### src/rtl/pipe_ctrl_pkg.sv
// rtl/pipe_ctrl_pkg.sv - shared stall/flush encodings, exception codes and FSM states
package pipe_ctrl_pkg;

  typedef enum logic {
    ST_RUN     = 1'b0,
    ST_WAIT_IF = 1'b1
  } state_e;

  localparam logic STOP    = 1'b1;
  localparam logic NO_STOP = 1'b0;
  localparam logic FLUSH   = 1'b1;

  localparam logic [31:0] EXC_NONE    = 32'h0000_0000;
  localparam logic [31:0] EXC_INT     = 32'h0000_0001;
  localparam logic [31:0] EXC_SYSCALL = 32'h0000_0008;
  localparam logic [31:0] EXC_RI      = 32'h0000_000a;
  localparam logic [31:0] EXC_OV      = 32'h0000_000c;
  localparam logic [31:0] EXC_TRAP    = 32'h0000_000d;
  localparam logic [31:0] EXC_ERET    = 32'h0000_000e;

  localparam logic [5:0] STALL_NONE = 6'b000000;
  localparam logic [5:0] STALL_MEM  = 6'b011111;
  localparam logic [5:0] STALL_EX   = 6'b001111;
  localparam logic [5:0] STALL_ID   = 6'b000111;
  localparam logic [5:0] STALL_IF   = 6'b000111;

  // ERET returns to the forwarded EPC; everything else goes to the common handler.
  function automatic logic [31:0] exc_target(input logic [31:0] exc,
                                             input logic [31:0] epc,
                                             input logic [31:0] vec);
    return (exc == EXC_ERET) ? epc : vec;
  endfunction

endpackage

### src/rtl/pipe_ctrl_if.sv
// rtl/pipe_ctrl_if.sv - stage-request / control bundle between the pipeline and pipe_ctrl
interface pipe_ctrl_if #(
  parameter int CNT_W = 32
);
  logic             stallreq_from_if;
  logic             stallreq_from_id;
  logic             stallreq_from_ex;
  logic             stallreq_from_mem;
  logic [31:0]      excepttype_i;
  logic [31:0]      cp0_epc_i;
  logic [5:0]       stall;
  logic             flush;
  logic             pc_redirect;
  logic [31:0]      new_pc;
  logic [CNT_W-1:0] stall_cycles;
  logic             stall_timeout;

  modport master (
    output stallreq_from_if, stallreq_from_id, stallreq_from_ex, stallreq_from_mem,
    output excepttype_i, cp0_epc_i,
    input  stall, flush, pc_redirect, new_pc, stall_cycles, stall_timeout
  );

  modport slave (
    input  stallreq_from_if, stallreq_from_id, stallreq_from_ex, stallreq_from_mem,
    input  excepttype_i, cp0_epc_i,
    output stall, flush, pc_redirect, new_pc, stall_cycles, stall_timeout
  );
endinterface

### src/rtl/pipe_stall_mon.sv
// rtl/pipe_stall_mon.sv - saturating stall-cycle counter and sticky pc-stall watchdog
module pipe_stall_mon #(
  parameter int STALL_TIMEOUT = 1024,
  parameter int CNT_W         = 32
) (
  input  logic             clk,
  input  logic             rst,
  input  logic             i_stall_pc,
  input  logic             i_stall_any,
  output logic [CNT_W-1:0] o_stall_cycles,
  output logic             o_stall_timeout
);

  localparam int              WD_W    = $clog2(STALL_TIMEOUT) + 1;
  localparam logic [WD_W-1:0] WD_LAST = WD_W'(STALL_TIMEOUT - 1);

  logic [CNT_W-1:0] r_stall_cycles;
  logic [WD_W-1:0]  r_wd_cnt;
  logic             r_stall_timeout;

  always_ff @(posedge clk) begin
    if (rst) begin
      r_stall_cycles  <= '0;
      r_wd_cnt        <= '0;
      r_stall_timeout <= 1'b0;
    end else begin
      if (i_stall_any && (r_stall_cycles != '1))
        r_stall_cycles <= r_stall_cycles + CNT_W'(1);
      // wd_cnt parks at its terminal value so a long stall cannot wrap it
      if (i_stall_pc) begin
        if (r_wd_cnt != WD_LAST)
          r_wd_cnt <= r_wd_cnt + WD_W'(1);
        if (r_wd_cnt == WD_LAST)
          r_stall_timeout <= 1'b1;
      end else begin
        r_wd_cnt <= '0;
      end
    end
  end

  assign o_stall_cycles  = rst ? '0 : r_stall_cycles;
  assign o_stall_timeout = rst ? 1'b0 : r_stall_timeout;

endmodule

### src/rtl/pipe_ctrl.sv
// rtl/pipe_ctrl.sv - merges stage stall requests, turns MEM exceptions into flush+redirect,
// deferring the redirect while an instruction fetch is still outstanding.
module pipe_ctrl
  import pipe_ctrl_pkg::*;
#(
  parameter logic [31:0] EXC_VECTOR    = 32'h0000_0020,
  parameter int          STALL_TIMEOUT = 1024,
  parameter int          CNT_W         = 32
) (
  input  logic     clk,
  input  logic     rst,
  pipe_ctrl_if.slave bus
);

  state_e      r_state;
  state_e      w_state_nxt;
  logic [31:0] r_pend_pc;
  logic        w_pend_load;
  logic        w_exc;
  logic [31:0] w_vector;
  logic [5:0]  w_stall_dec;
  logic [5:0]  w_stall;
  logic        w_flush;
  logic        w_pc_redirect;
  logic [31:0] w_new_pc;
  logic [CNT_W-1:0] w_stall_cycles;
  logic             w_stall_timeout;

  assign w_exc    = (bus.excepttype_i != EXC_NONE);
  assign w_vector = exc_target(bus.excepttype_i, bus.cp0_epc_i, EXC_VECTOR);

  always_comb begin
    w_stall_dec = STALL_NONE;
    if (bus.stallreq_from_mem)     w_stall_dec = STALL_MEM;
    else if (bus.stallreq_from_ex) w_stall_dec = STALL_EX;
    else if (bus.stallreq_from_id) w_stall_dec = STALL_ID;
    else if (bus.stallreq_from_if) w_stall_dec = STALL_IF;
  end

  always_ff @(posedge clk) begin
    if (rst) begin
      r_state   <= ST_RUN;
      r_pend_pc <= '0;
    end else begin
      r_state <= w_state_nxt;
      if (w_pend_load)
        r_pend_pc <= w_vector;
    end
  end

  always_comb begin
    w_state_nxt = r_state;
    w_pend_load = 1'b0;
    case (r_state)
      ST_RUN: begin
        if (w_exc && bus.stallreq_from_if) begin
          w_state_nxt = ST_WAIT_IF;
          w_pend_load = 1'b1;
        end
      end
      ST_WAIT_IF: begin
        if (!bus.stallreq_from_if)
          w_state_nxt = ST_RUN;
      end
      default: w_state_nxt = ST_RUN;
    endcase
  end

  // In WAIT_IF the pipeline is already empty, so only the fetch request matters.
  always_comb begin
    w_stall       = STALL_NONE;
    w_flush       = 1'b0;
    w_pc_redirect = 1'b0;
    w_new_pc      = '0;
    if (!rst) begin
      case (r_state)
        ST_RUN: begin
          if (w_exc) begin
            w_flush = FLUSH;
            if (!bus.stallreq_from_if) begin
              w_pc_redirect = 1'b1;
              w_new_pc      = w_vector;
            end
          end else begin
            w_stall = w_stall_dec;
          end
        end
        ST_WAIT_IF: begin
          if (bus.stallreq_from_if) begin
            w_stall = STALL_IF;
          end else begin
            w_flush       = FLUSH;
            w_pc_redirect = 1'b1;
            w_new_pc      = r_pend_pc;
          end
        end
        default: ;
      endcase
    end
  end

  pipe_stall_mon #(
    .STALL_TIMEOUT (STALL_TIMEOUT),
    .CNT_W         (CNT_W)
  ) u_stall_mon (
    .clk             (clk),
    .rst             (rst),
    .i_stall_pc      (w_stall[0]),
    .i_stall_any     (w_stall != STALL_NONE),
    .o_stall_cycles  (w_stall_cycles),
    .o_stall_timeout (w_stall_timeout)
  );

  assign bus.stall         = w_stall;
  assign bus.flush         = w_flush;
  assign bus.pc_redirect   = w_pc_redirect;
  assign bus.new_pc        = w_new_pc;
  assign bus.stall_cycles  = w_stall_cycles;
  assign bus.stall_timeout = w_stall_timeout;

endmodule

### src/flat_wrapper.sv
// flat-port wrapper written by rule: the top's interface ports become plain ports
module pipe_ctrl_flat import pipe_ctrl_pkg::*;
#(
  parameter logic [31:0] EXC_VECTOR    = 32'h0000_0020,
  parameter int          STALL_TIMEOUT = 1024,
  parameter int          CNT_W         = 32
)
  (clk, rst, bus_stallreq_from_if, bus_stallreq_from_id, bus_stallreq_from_ex, bus_stallreq_from_mem, bus_excepttype_i, bus_cp0_epc_i, bus_stall, bus_flush, bus_pc_redirect, bus_new_pc, bus_stall_cycles, bus_stall_timeout);
  pipe_ctrl_if #(.CNT_W(CNT_W)) bus_i ();
  input  logic clk;
  input  logic rst;
  input wire logic [$bits(bus_i.stallreq_from_if)-1:0] bus_stallreq_from_if;
  input wire logic [$bits(bus_i.stallreq_from_id)-1:0] bus_stallreq_from_id;
  input wire logic [$bits(bus_i.stallreq_from_ex)-1:0] bus_stallreq_from_ex;
  input wire logic [$bits(bus_i.stallreq_from_mem)-1:0] bus_stallreq_from_mem;
  input wire logic [$bits(bus_i.excepttype_i)-1:0] bus_excepttype_i;
  input wire logic [$bits(bus_i.cp0_epc_i)-1:0] bus_cp0_epc_i;
  output wire logic [$bits(bus_i.stall)-1:0] bus_stall;
  output wire logic [$bits(bus_i.flush)-1:0] bus_flush;
  output wire logic [$bits(bus_i.pc_redirect)-1:0] bus_pc_redirect;
  output wire logic [$bits(bus_i.new_pc)-1:0] bus_new_pc;
  output wire logic [$bits(bus_i.stall_cycles)-1:0] bus_stall_cycles;
  output wire logic [$bits(bus_i.stall_timeout)-1:0] bus_stall_timeout;
  assign bus_i.stallreq_from_if = bus_stallreq_from_if;
  assign bus_i.stallreq_from_id = bus_stallreq_from_id;
  assign bus_i.stallreq_from_ex = bus_stallreq_from_ex;
  assign bus_i.stallreq_from_mem = bus_stallreq_from_mem;
  assign bus_i.excepttype_i = bus_excepttype_i;
  assign bus_i.cp0_epc_i = bus_cp0_epc_i;
  assign bus_stall = bus_i.stall;
  assign bus_flush = bus_i.flush;
  assign bus_pc_redirect = bus_i.pc_redirect;
  assign bus_new_pc = bus_i.new_pc;
  assign bus_stall_cycles = bus_i.stall_cycles;
  assign bus_stall_timeout = bus_i.stall_timeout;
  pipe_ctrl #(.EXC_VECTOR(EXC_VECTOR), .STALL_TIMEOUT(STALL_TIMEOUT), .CNT_W(CNT_W)) u_core (.clk(clk), .rst(rst), .bus(bus_i));
endmodule
### config.mk
export PLATFORM = sky130hd
export DESIGN_NAME = pipe_ctrl_flat
export DESIGN_NICKNAME = d
export VERILOG_FILES = /design/src/rtl/pipe_ctrl_pkg.sv /design/src/rtl/pipe_ctrl_if.sv /design/src/rtl/pipe_stall_mon.sv /design/src/rtl/pipe_ctrl.sv /design/src/flat_wrapper.sv
export SDC_FILE = /design/constraint.sdc
export NUM_CORES = 1
export LEC_CHECK = 0
export BUFFER_PORTS_ARGS = -buffer_cell sky130_fd_sc_hd__buf_2
export CAP_MARGIN = 20
export CORE_ASPECT_RATIO = 0.75
export CORE_UTILIZATION = 54
export DETAILED_ROUTE_END_ITERATION = 10
export PLACE_DENSITY_LB_ADDON = 0.05
export SKIP_CTS_REPAIR_TIMING = 1
export SYNTH_ARGS = -nofsm -noshare
export SYNTH_HDL_FRONTEND = slang
export SYNTH_SLANG_ARGS = --single-unit
### constraint.sdc
create_clock -name clk -period 3.1 [get_ports clk]
set_input_delay 0.31 -clock clk [delete_from_list [all_inputs] [get_ports clk]]
set_output_delay 0.31 -clock clk [all_outputs]
set_load 0.005 [all_outputs]
==> results of run 1 <==
## worst max-delay path: stages
cell	delay, ns
buf_2	0.10
nor4_1	0.26
nand4_1	0.19
buf_4	0.21
nor3_1	0.18
buf_4	0.17
nor4_2	0.04
buf_4	0.24
a32o_1	0.31
buf_2	0.13
## report_power, final
part	total, mW	internal, mW	switching (mW)
combinational	0.136	0.0515	0.0847
sequential	0.994	0.991	0.00340
clock	0.689	0.309	0.380
## layout make-up
| type | count | area [um2] | share of cell area [%] |
|---|---|---|---|
| Inverter | 5 | 18.8 | 0.372 |
| Clock inverter | 6 | 38.8 | 0.769 |
| Clock buffer | 10 | 138 | 2.73 |
| Sequential cell | 77 | 1540 | 30.6 |
| Tap cell | 98 | 123 | 2.43 |
| Multi-Input combinational cell | 384 | 2370 | 47.0 |
| Timing Repair Buffer | 154 | 816 | 16.2 |
## state kept, by name (all words and copies together), names as in the netlist
signal / flops
u_core.r_pend_pc: 32
u_core.u_stall_mon.r_stall_cycles: 32
u_core.u_stall_mon.r_wd_cnt: 11
u_core.r_state: 1
u_core.u_stall_mon.r_stall_timeout: 1
## layer usage
| metal | part of all wire [%] | routed length (um) |
|---|---|---|
| met1 | 44 | 4860 |
| met2 | 48 | 5270 |
| met3 | 6.7 | 736 |
| met4 | 1.5 | 163 |
| met5 | 0 | 0 |
## per-stage QoR
stage | setup WS, ns | cell area, um2
6_report | 0.648 | 5040
5_1_grt | 0.448 | 5040
4_1_cts | 0.642 | 5040
3_5_place_dp | 0.535 | 4870
3_3_place_gp | 0.653 | 4870
2_1_floorplan | 0.934 | 4060
## logic make-up after synthesis
group	after synthesis	synth area share, %
buffers and inverters	48	4.84
XOR/XNOR	8	1.73
AO/OA/AOI/OAI	106	17.7
multiplexers	15	4.10
AND/OR/NAND/NOR	252	32.9
flip-flops	77	38.0
other	1	0.0924
adder cells (fa/ha/maj)	2	0.616
## cell usage in the layout, fill, tap and decap left out, drive strengths merged
| master | count |
|---|---|
| nor4b | 2 |
| nand2 | 53 |
| buf | 154 |
| o21bai | 1 |
| or3 | 8 |
| and4 | 5 |
| nand4 | 23 |
| nor2 | 26 |
| a21oi | 41 |
| xor2 | 6 |
| and2 | 6 |
| or4 | 9 |
| clkinvlp | 2 |
| nand3 | 48 |
| nor2b | 35 |
| mux2 | 13 |
| clkinv | 4 |
| inv | 5 |
| xnor2 | 2 |
| nor4 | 11 |
| conb | 1 |
| a211oi | 1 |
| o31a | 1 |
| ha | 2 |
| o21a | 1 |
| o311ai | 1 |
| nor3b | 1 |
| nor3 | 14 |
| clkbuf | 10 |
| a32o | 31 |
| o2111a | 1 |
| and3 | 11 |
| dfxtp | 77 |
| o21ai | 23 |
| o31ai | 5 |
| mux2i | 2 |
## path summary, 6_finish.rpt
check                                          end  slack [ns]  cells past startpoint
max                                 bus_new_pc[14]        0.65                     10
min                            u_core.r_pend_pc[9]        0.22                      3
max reg2reg  u_core.u_stall_mon.r_stall_cycles[31]        0.76                      6
min reg2reg                    u_core.r_pend_pc[9]        0.46                      2
==> run_results.csv, run 1 <==
group,metric,value,unit
yosys,yosysSeqAreaShare,38.0,%
route,antenna_violating_nets_post_route,0,
sta,fin_setup_tns,0,ns
die,initial_utilization,57.8,%
grt,antenna_found_initial,0,
clock_tree,clock_sinks,77,
sta,fin_crit,2.45,ns
grt,use_met1,39.0,%
power_and_ir_drop,power_density,361,nW/um2
sta,rsz0062_at_grt,"false",
placed_design,dp_hpwl,7760,um
route,vias,4342,
critical_path,end_kind,"output pin",
yosys,synth_most_common_cell,"dfxtp_1",
cells_and_area,nFillCells,582,
sta,max_slew_margin,49.5,%
yosys,netlist_area,4060,um2
flow_run,maxCapViolCount,0,
route,wl_per_cell,15.0,um
yosys,ys_types,39,
yosys,synth-seq-cells,77,
grt,grtUsageTotal,28.7,%
grt,grt_pass1_wl,18100,um
worst_hold_path,holdCritStartpoint,"bus_cp0_epc_i[9]",
placed_design,dp.cells,718,
critical_path,arrival,2.14,ns
cells_and_area,finalNonFillerCells,734,
yosys,ys.flop_type,"dfxtp_1",
power_and_ir_drop,power_leakage,2.08,nW
placed_design,gp_congestion,0.873,
die,die-area,7870,um2
yosys,async_flop_share,0,%
grt,busiest_layer,"met2",
yosys,synthTopCellsByArea,"dfxtp_1 38%, a32o_1 7.6%, nand3_1 5.9%, nor2b_1 5.4%, a21oi_1 5.1%",
cells_and_area,area_delta_synth_final,24.2,%
clock_tree,root_buffer,"clkbuf_8",
yosys,synth_common_cells,"77 x dfxtp_1, 53 x nand2_1, 48 x nand3_1, 41 x a21oi_1, 37 x clkbuf_1",
critical_path,startpoint,"bus_excepttype_i[16]",
yosys,synth_top_area_cell,"dfxtp_1",
route,vias_per_cell,5.92,
grt,grtUsageMet2,45.6,%
die,die_x,102,um
yosys,syn_avg_cell_area,7.98,um2
sta,max_freq,408,MHz
cells_and_area,antenna_cells,0,
clock_tree,cts_tree,"yes",
critical_path,r2r_start,"u_core.u_stall_mon.r_stall_cycles[8]",
critical_path,startpoint_type,"input port",
sta,fin_worst_skew,0.00698,ns
clock_tree,clk_path_buf_depth,2,
worst_hold_path,holdCritPathClass,"input port to register",
sta,period_share,79.1,%
sta,setup_viol,0,
clock_tree,htreeDepth,3,
grt,first_global_vias,3880,
route,routed_wl,11000,um
cells_and_area,drive_above_1_share,29.7,%
grt,grtUsageMet3,5.93,%
clock_tree,clock_latency,0.35,ns
clock_tree,clk_pin_slew,0.08,ns
die,die_h,77.1,um
die,ios,143,
power_and_ir_drop,vdd_drop_max,184,uV
status,outcome,"complete, no violations",
grt,grt_max_degree,79,
route,drc,0,
yosys,ys_warn_count,0,
sta,hold-worst-slack,0.217,ns
critical_path,critical_path_class,"input port to output pin",
cells_and_area,postLayoutCoreUtil,71.8,%
critical_path,crit_required,2.79,ns
sta,worstMarginPinSlew,0.758,ns
critical_path,crit_fanout,32,
yosys,synthCells,509,
route,initialDrtViolationCount,354,
sta,hold_viol,0,
clock_tree,cts_inserted_buffers,9,
placed_design,portBuffers,141,
die,rows,26,
yosys,synth_edf_count,0,
grt,overflow,0,
yosys,synth_top_area_share,38.0,%
cells_and_area,nNetsFinal,703,
yosys,syn-num-nets,581,
sta,slew_violations,0,
power_and_ir_drop,fin_total_pwr,1.82,mW
die,core_region_area,7030,um2
route,drtPass1Iterations,5,
Note: power is estimated with default switching activity, not from simulation.
==> run 2: changes to the inputs <==
--- a/config.mk
+++ b/config.mk
@@ -8,7 +8,7 @@
 export BUFFER_PORTS_ARGS = -buffer_cell sky130_fd_sc_hd__buf_2
 export CAP_MARGIN = 20
 export CORE_ASPECT_RATIO = 0.75
-export CORE_UTILIZATION = 54
+export CORE_UTILIZATION = 50
 export DETAILED_ROUTE_END_ITERATION = 10
 export PLACE_DENSITY_LB_ADDON = 0.05
 export SKIP_CTS_REPAIR_TIMING = 1
==> constraint.sdc (replaced) <==
create_clock -name clk -period 2.4 [get_ports clk]
set_input_delay 0.24 -clock clk [delete_from_list [all_inputs] [get_ports clk]]
set_output_delay 0.24 -clock clk [all_outputs]
set_load 0.005 [all_outputs]
==> run_results.csv, run 2 (same netlist as run 1, synthesis figures left out) <==
group,metric,value,unit
placed_design,gp_congestion,0.860,
cells_and_area,layout_commonest_cell,"buf_2",
route,routed_wl,11100,um
clock_tree,root_buffer,"clkbuf_8",
sta,worstMarginPinSlew,0.890,ns
critical_path,timing.rr.end,"u_core.u_stall_mon.r_stall_cycles[21]",
clock_tree,cts_tree,"yes",
grt,antenna_found_initial,0,
power_and_ir_drop,vdd_drop_max,297,uV
status,outcome,"complete, no violations",
die,die_x,106,um
route,drtPass1Iterations,5,
critical_path,startpoint_type,"register",
power_and_ir_drop,fin_total_pwr,2.44,mW
worst_hold_path,min_to,"u_core.r_pend_pc[21]",
sta,fin_crit,2.22,ns
route,vias_per_cell,5.79,
die,initial_utilization,51.5,%
cells_and_area,antenna_cells,0,
critical_path,arrival,2.46,ns
sta,max_slew_margin,40.7,%
clock_tree,cts_inserted_buffers,9,
cells_and_area,area_delta_synth_final,26.9,%
route,vias,4335,
cells_and_area,multiInputGateArea,2370,um2
sta,fin_worst_skew,0.00513,ns
cells_and_area,layout_common_cells,"141 x buf_2, 77 x dfxtp_1, 53 x nand2_1",
grt,grt_max_degree,91,
sta,rsz0062_at_grt,"false",
cells_and_area,postLayoutCoreUtil,65.4,%
die,die-area,8490,um2
worst_hold_path,holdCritStartpoint,"bus_cp0_epc_i[21]",
die,core_region_area,7880,um2
clock_tree,htreeDepth,3,
sta,fin_setup_tns,0,ns
critical_path,rr_worst_depth,6,
clock_tree,clk_path_buf_depth,2,
clock_tree,clock_sinks,77,
critical_path,crit_required,2.65,ns
critical_path,r2r_start,"u_core.u_stall_mon.r_stall_cycles[11]",
sta,setup_viol,0,
worst_hold_path,holdCritPathClass,"input port to register",
power_and_ir_drop,power_density,474,nW/um2
flow_run,maxCapViolCount,0,
route,drc,0,
placed_design,dp.cells,733,
power_and_ir_drop,p_clk_share,39.9,%
power_and_ir_drop,p_comb_share,7.6,%
clock_tree,clock_latency,0.35,ns
cells_and_area,nNetsFinal,711,
cells_and_area,nFillCells,696,
placed_design,portBuffers,141,
cells_and_area,top_regs,"u_core.r_pend_pc x32, u_core.u_stall_mon.r_stall_cycles x32, u_core.u_stall_mon.r_wd_cnt x11",
cells_and_area,seqCellArea,1540,um2
route,wl_per_cell,14.8,um
critical_path,end_kind,"register",
grt,first_global_vias,3685,
sta,period_share,92.4,%
placed_design,dp_hpwl,7830,um
grt,grt_pass1_wl,17400,um
power_and_ir_drop,power_switching,0.612,mW
die,rows,28,
power_and_ir_drop,power_leakage,2.14,nW
sta,hold_viol,0,
route,antenna_violating_nets_post_route,0,
sta,hold-worst-slack,0.135,ns
sta,max_freq,451,MHz
cells_and_area,finalNonFillerCells,749,
critical_path,r2r_slack,0.18,ns
route,initialDrtViolationCount,299,
die,die_h,80.0,um
worst_hold_path,hold_depth,3,
die,ios,143,
power_and_ir_drop,p_int,1.83,mW
grt,overflow,0,
critical_path,critical_path_class,"register to register",
clock_tree,clk_pin_slew,0.08,ns
sta,slew_violations,0,
grt,grtUsageTotal,26.0,%
power_and_ir_drop,switching_share,25.0,%
critical_path,crit_fanout,8,
cells_and_area,drive_above_1_share,30.7,%
power_and_ir_drop,seq_power_share,52.5,%
==> run 2: changes by cell type in the layout (fill, tap and decap cells not counted) <==
cell | previous run | this run
buf_4 | 12 | 18
buf_12 | 1 | 3
and2_0 | 1 | 0
and2_2 | 0 | 1
bufinv_16 | 0 | 1
clkbuf_1 | 0 | 1
clkbuf_8 | 10 | 9
clkinv_2 | 3 | 2
nor2_2 | 0 | 1
nor2_4 | 1 | 0
nor3_1 | 12 | 11
nor3_2 | 2 | 3
==> run 2: worst max path at each step <==
stage	start	endpoint	slack [ns]	cells after the start
floorplan	bus_excepttype_i[0]	u_core.u_stall_mon.r_stall_cycles[17]	0.30	7
global placement	bus_excepttype_i[0]	u_core.u_stall_mon.r_stall_cycles[21]	0.06	7
detailed placement	bus_excepttype_i[0]	u_core.u_stall_mon.r_stall_cycles[21]	-0.01	7
CTS	u_core.u_stall_mon.r_stall_cycles[9]	u_core.u_stall_mon.r_stall_cycles[31]	0.09	6
global route	u_core.u_stall_mon.r_stall_cycles[9]	u_core.u_stall_mon.r_stall_cycles[31]	0.04	6
finish	u_core.u_stall_mon.r_stall_cycles[11]	u_core.u_stall_mon.r_stall_cycles[21]	0.18	6
==> run 2: per-layer routing <==
metal,routed length [um],share of wire (%),GRT usage (%)
met1,5090,46,34.8
met2,5020,45,41.0
met3,807,7.3,5.47
met4,173,1.6,9.86
met5,0,0,0
==> run 2: worst max-delay path, cell delays in order (launching register included) <==
cell and delay, ns:
dfxtp_1 0.34, and4_1 0.25, and2_2 0.24, and2_1 0.22, and3_1 0.23, or4_1 0.51, mux2_1 0.33
==> run 2: through the flow <==
stage | setup WS (ns) | cell area, um2
after floorplan | 0.304 | 4060
after global placement | 0.0617 | 4960
after detailed placement | -0.0123 | 4960
after CTS | 0.0868 | 5150
after global routing | 0.0413 | 5150
final | 0.183 | 5150
==> run 2: layout make-up <==
class	count	area share, %
Multi-Input combinational cell	384	46.0
Sequential cell	77	29.9
Timing Repair Buffer	162	17.5
Tap cell	105	2.55
Clock buffer	10	2.48
Clock inverter	6	1.24
Inverter	5	0.364
==> run 2: power by group through the flow <==
stage                     sequential (mW)  combinational [mW]  clock, mW
after floorplan                      1.31              0.0796          0
after global placement               1.31               0.181          0
after detailed placement             1.31               0.184          0
after CTS                            1.28               0.185      0.997
after global routing                 1.28               0.203       1.05
final                                1.28               0.185      0.975
==> run 3: changes to the inputs <==
--- a/config.mk
+++ b/config.mk
@@ -7,8 +7,9 @@
 export LEC_CHECK = 0
 export BUFFER_PORTS_ARGS = -buffer_cell sky130_fd_sc_hd__buf_2
 export CAP_MARGIN = 20
-export CORE_ASPECT_RATIO = 0.75
+export CORE_ASPECT_RATIO = 1.75
 export CORE_UTILIZATION = 50
+export CTS_BUF_LIST = sky130_fd_sc_hd__clkbuf_8
 export DETAILED_ROUTE_END_ITERATION = 10
 export PLACE_DENSITY_LB_ADDON = 0.05
 export SKIP_CTS_REPAIR_TIMING = 1
==> run_results.csv, run 3 (same netlist as run 1, synthesis figures left out) <==
group,metric,value,unit
status,outcome,"complete, no violations",
route,drtPass1Iterations,6,
placed_design,portBuffers,141,
critical_path,arrival,2.48,ns
flow_run,maxCapViolCount,0,
cells_and_area,area_delta_synth_final,28.0,%
power_and_ir_drop,seq_power_share,49.8,%
clock_tree,clock_sinks,77,
grt,antenna_found_initial,0,
grt,overflow,0,
power_and_ir_drop,power_leakage,2.17,nW
power_and_ir_drop,p_clk_share,43.1,%
sta,hold_viol,0,
critical_path,critical_path_class,"register to register",
critical_path,crit_required,2.64,ns
power_and_ir_drop,p_comb_share,7.1,%
grt,first_global_vias,3929,
die,core_region_area,7910,um2
die,die_h,121,um
power_and_ir_drop,vdd_drop_max,478,uV
critical_path,startpoint_type,"register",
cells_and_area,drive_above_1_share,30.9,%
route,vias_per_cell,5.92,
sta,worstMarginPinSlew,0.617,ns
clock_tree,clock_latency,0.36,ns
clock_tree,htreeDepth,3,
sta,rsz0062_at_grt,"false",
route,drc,0,
placed_design,gp_congestion,0.809,
clock_tree,root_buffer,"clkbuf_8",
power_and_ir_drop,power_switching,0.590,mW
grt,grtUsageTotal,26.4,%
route,initialDrtViolationCount,235,
clock_tree,clk_pin_slew,0.08,ns
critical_path,end_kind,"register",
cells_and_area,layout_common_cells,"141 x buf_2, 77 x dfxtp_1, 53 x nand2_1",
die,rows,43,
clock_tree,cts_inserted_buffers,9,
cells_and_area,layout_commonest_cell,"buf_2",
die,die-area,8500,um2
clock_tree,clk_path_buf_depth,2,
worst_hold_path,holdCritPathClass,"input port to register",
route,routed_wl,11300,um
sta,max_freq,447,MHz
power_and_ir_drop,p_int,1.99,mW
placed_design,dp.cells,721,
grt,grt_pass1_wl,18200,um
route,vias,4364,
critical_path,crit_fanout,8,
route,wl_per_cell,15.3,um
cells_and_area,finalNonFillerCells,737,
power_and_ir_drop,fin_total_pwr,2.58,mW
sta,fin_crit,2.24,ns
grt,grt_max_degree,64,
sta,max_slew_margin,58.9,%
sta,slew_violations,0,
power_and_ir_drop,power_density,496,nW/um2
cells_and_area,top_regs,"u_core.r_pend_pc x32, u_core.u_stall_mon.r_stall_cycles x32, u_core.u_stall_mon.r_wd_cnt x11",
sta,fin_worst_skew,0.00848,ns
die,ios,143,
die,initial_utilization,51.3,%
sta,period_share,93.2,%
die,die_x,70.1,um
cells_and_area,nNetsFinal,714,
power_and_ir_drop,switching_share,22.9,%
sta,setup_viol,0,
placed_design,dp_hpwl,8130,um
sta,hold-worst-slack,0.141,ns
cells_and_area,antenna_cells,0,
clock_tree,cts_tree,"yes",
route,antenna_violating_nets_post_route,0,
## run 3: cell count changes in the layout (fill, tap and decap cells not counted), sizes merged
cell / previous run / this run
buf: 162 / 165
bufinv: 1 / 2
clkbuf: 10 / 11
clkinv: 3 / 0
clkinvlp: 2 / 1
inv: 5 / 7
## run 3: stage by stage
| step | TNS [ns] | setup slack [ns] | area [um2] | util, % |
|---|---|---|---|---|
| after floorplan | 0 | 0.304 | 4060 | - |
| after global placement | 0 | 0.0316 | 4960 | 62.7 |
| after detailed placement | -0.0502 | -0.0502 | 4960 | 62.7 |
| after CTS | 0 | 0.0699 | 5190 | 65.6 |
| after global routing | 0 | 0.0192 | 5200 | 65.7 |
| final | 0 | 0.163 | 5200 | 65.7 |
## run 3: worst max-delay path, stage by stage (launching register included)
cell and delay [ns]:
dfxtp_1 0.39, and4_1 0.26, and2_1 0.32, and4_1 0.31
nand2_1 0.09, or4_1 0.43, mux2_1 0.33
## run 3: path summary, 6_finish.rpt
check	startpoint	endpoint	slack, ns	depth (start not counted)
worst max register to register	u_core.u_stall_mon.r_stall_cycles[10]	u_core.u_stall_mon.r_stall_cycles[21]	0.16	6
worst max-delay path	u_core.u_stall_mon.r_stall_cycles[10]	u_core.u_stall_mon.r_stall_cycles[21]	0.16	6
worst min-delay path	bus_cp0_epc_i[26]	u_core.r_pend_pc[26]	0.14	3
worst min register to register	u_core.r_pend_pc[18]	u_core.r_pend_pc[18]	0.46	2
## run 3: metal layers
| layer | GRT usage [%] | vias to the layer above | share of wire, % |
|---|---|---|---|
| met2 | 45.0 | 139 | 50 |
| li1 | - | 2141 | - |
| met5 | 0 | - | 0 |
| met4 | 15.0 | 0 | 3.0 |
| met1 | 31.5 | 2049 | 42 |
| met3 | 3.90 | 35 | 5.3 |
## run 3: final cells by class
type,count,area (um2)
repair buffers,165,923
multi-input cells,384,2370
flip-flops and latches,77,1540
fillers,712,2710
inverters,5,18.8
clock buffers,11,151
clock inverters,5,75.1
well taps,90,113
## run 3: power groups by stage
| stage | combinational (mW) | sequential, mW | clock [mW] |
|---|---|---|---|
| after floorplan | 0.0796 | 1.31 | 0 |
| after global placement | 0.180 | 1.31 | 0 |
| after detailed placement | 0.183 | 1.31 | 0 |
| after CTS | 0.184 | 1.28 | 1.13 |
| after global routing | 0.202 | 1.28 | 1.17 |
| final | 0.183 | 1.28 | 1.11 |
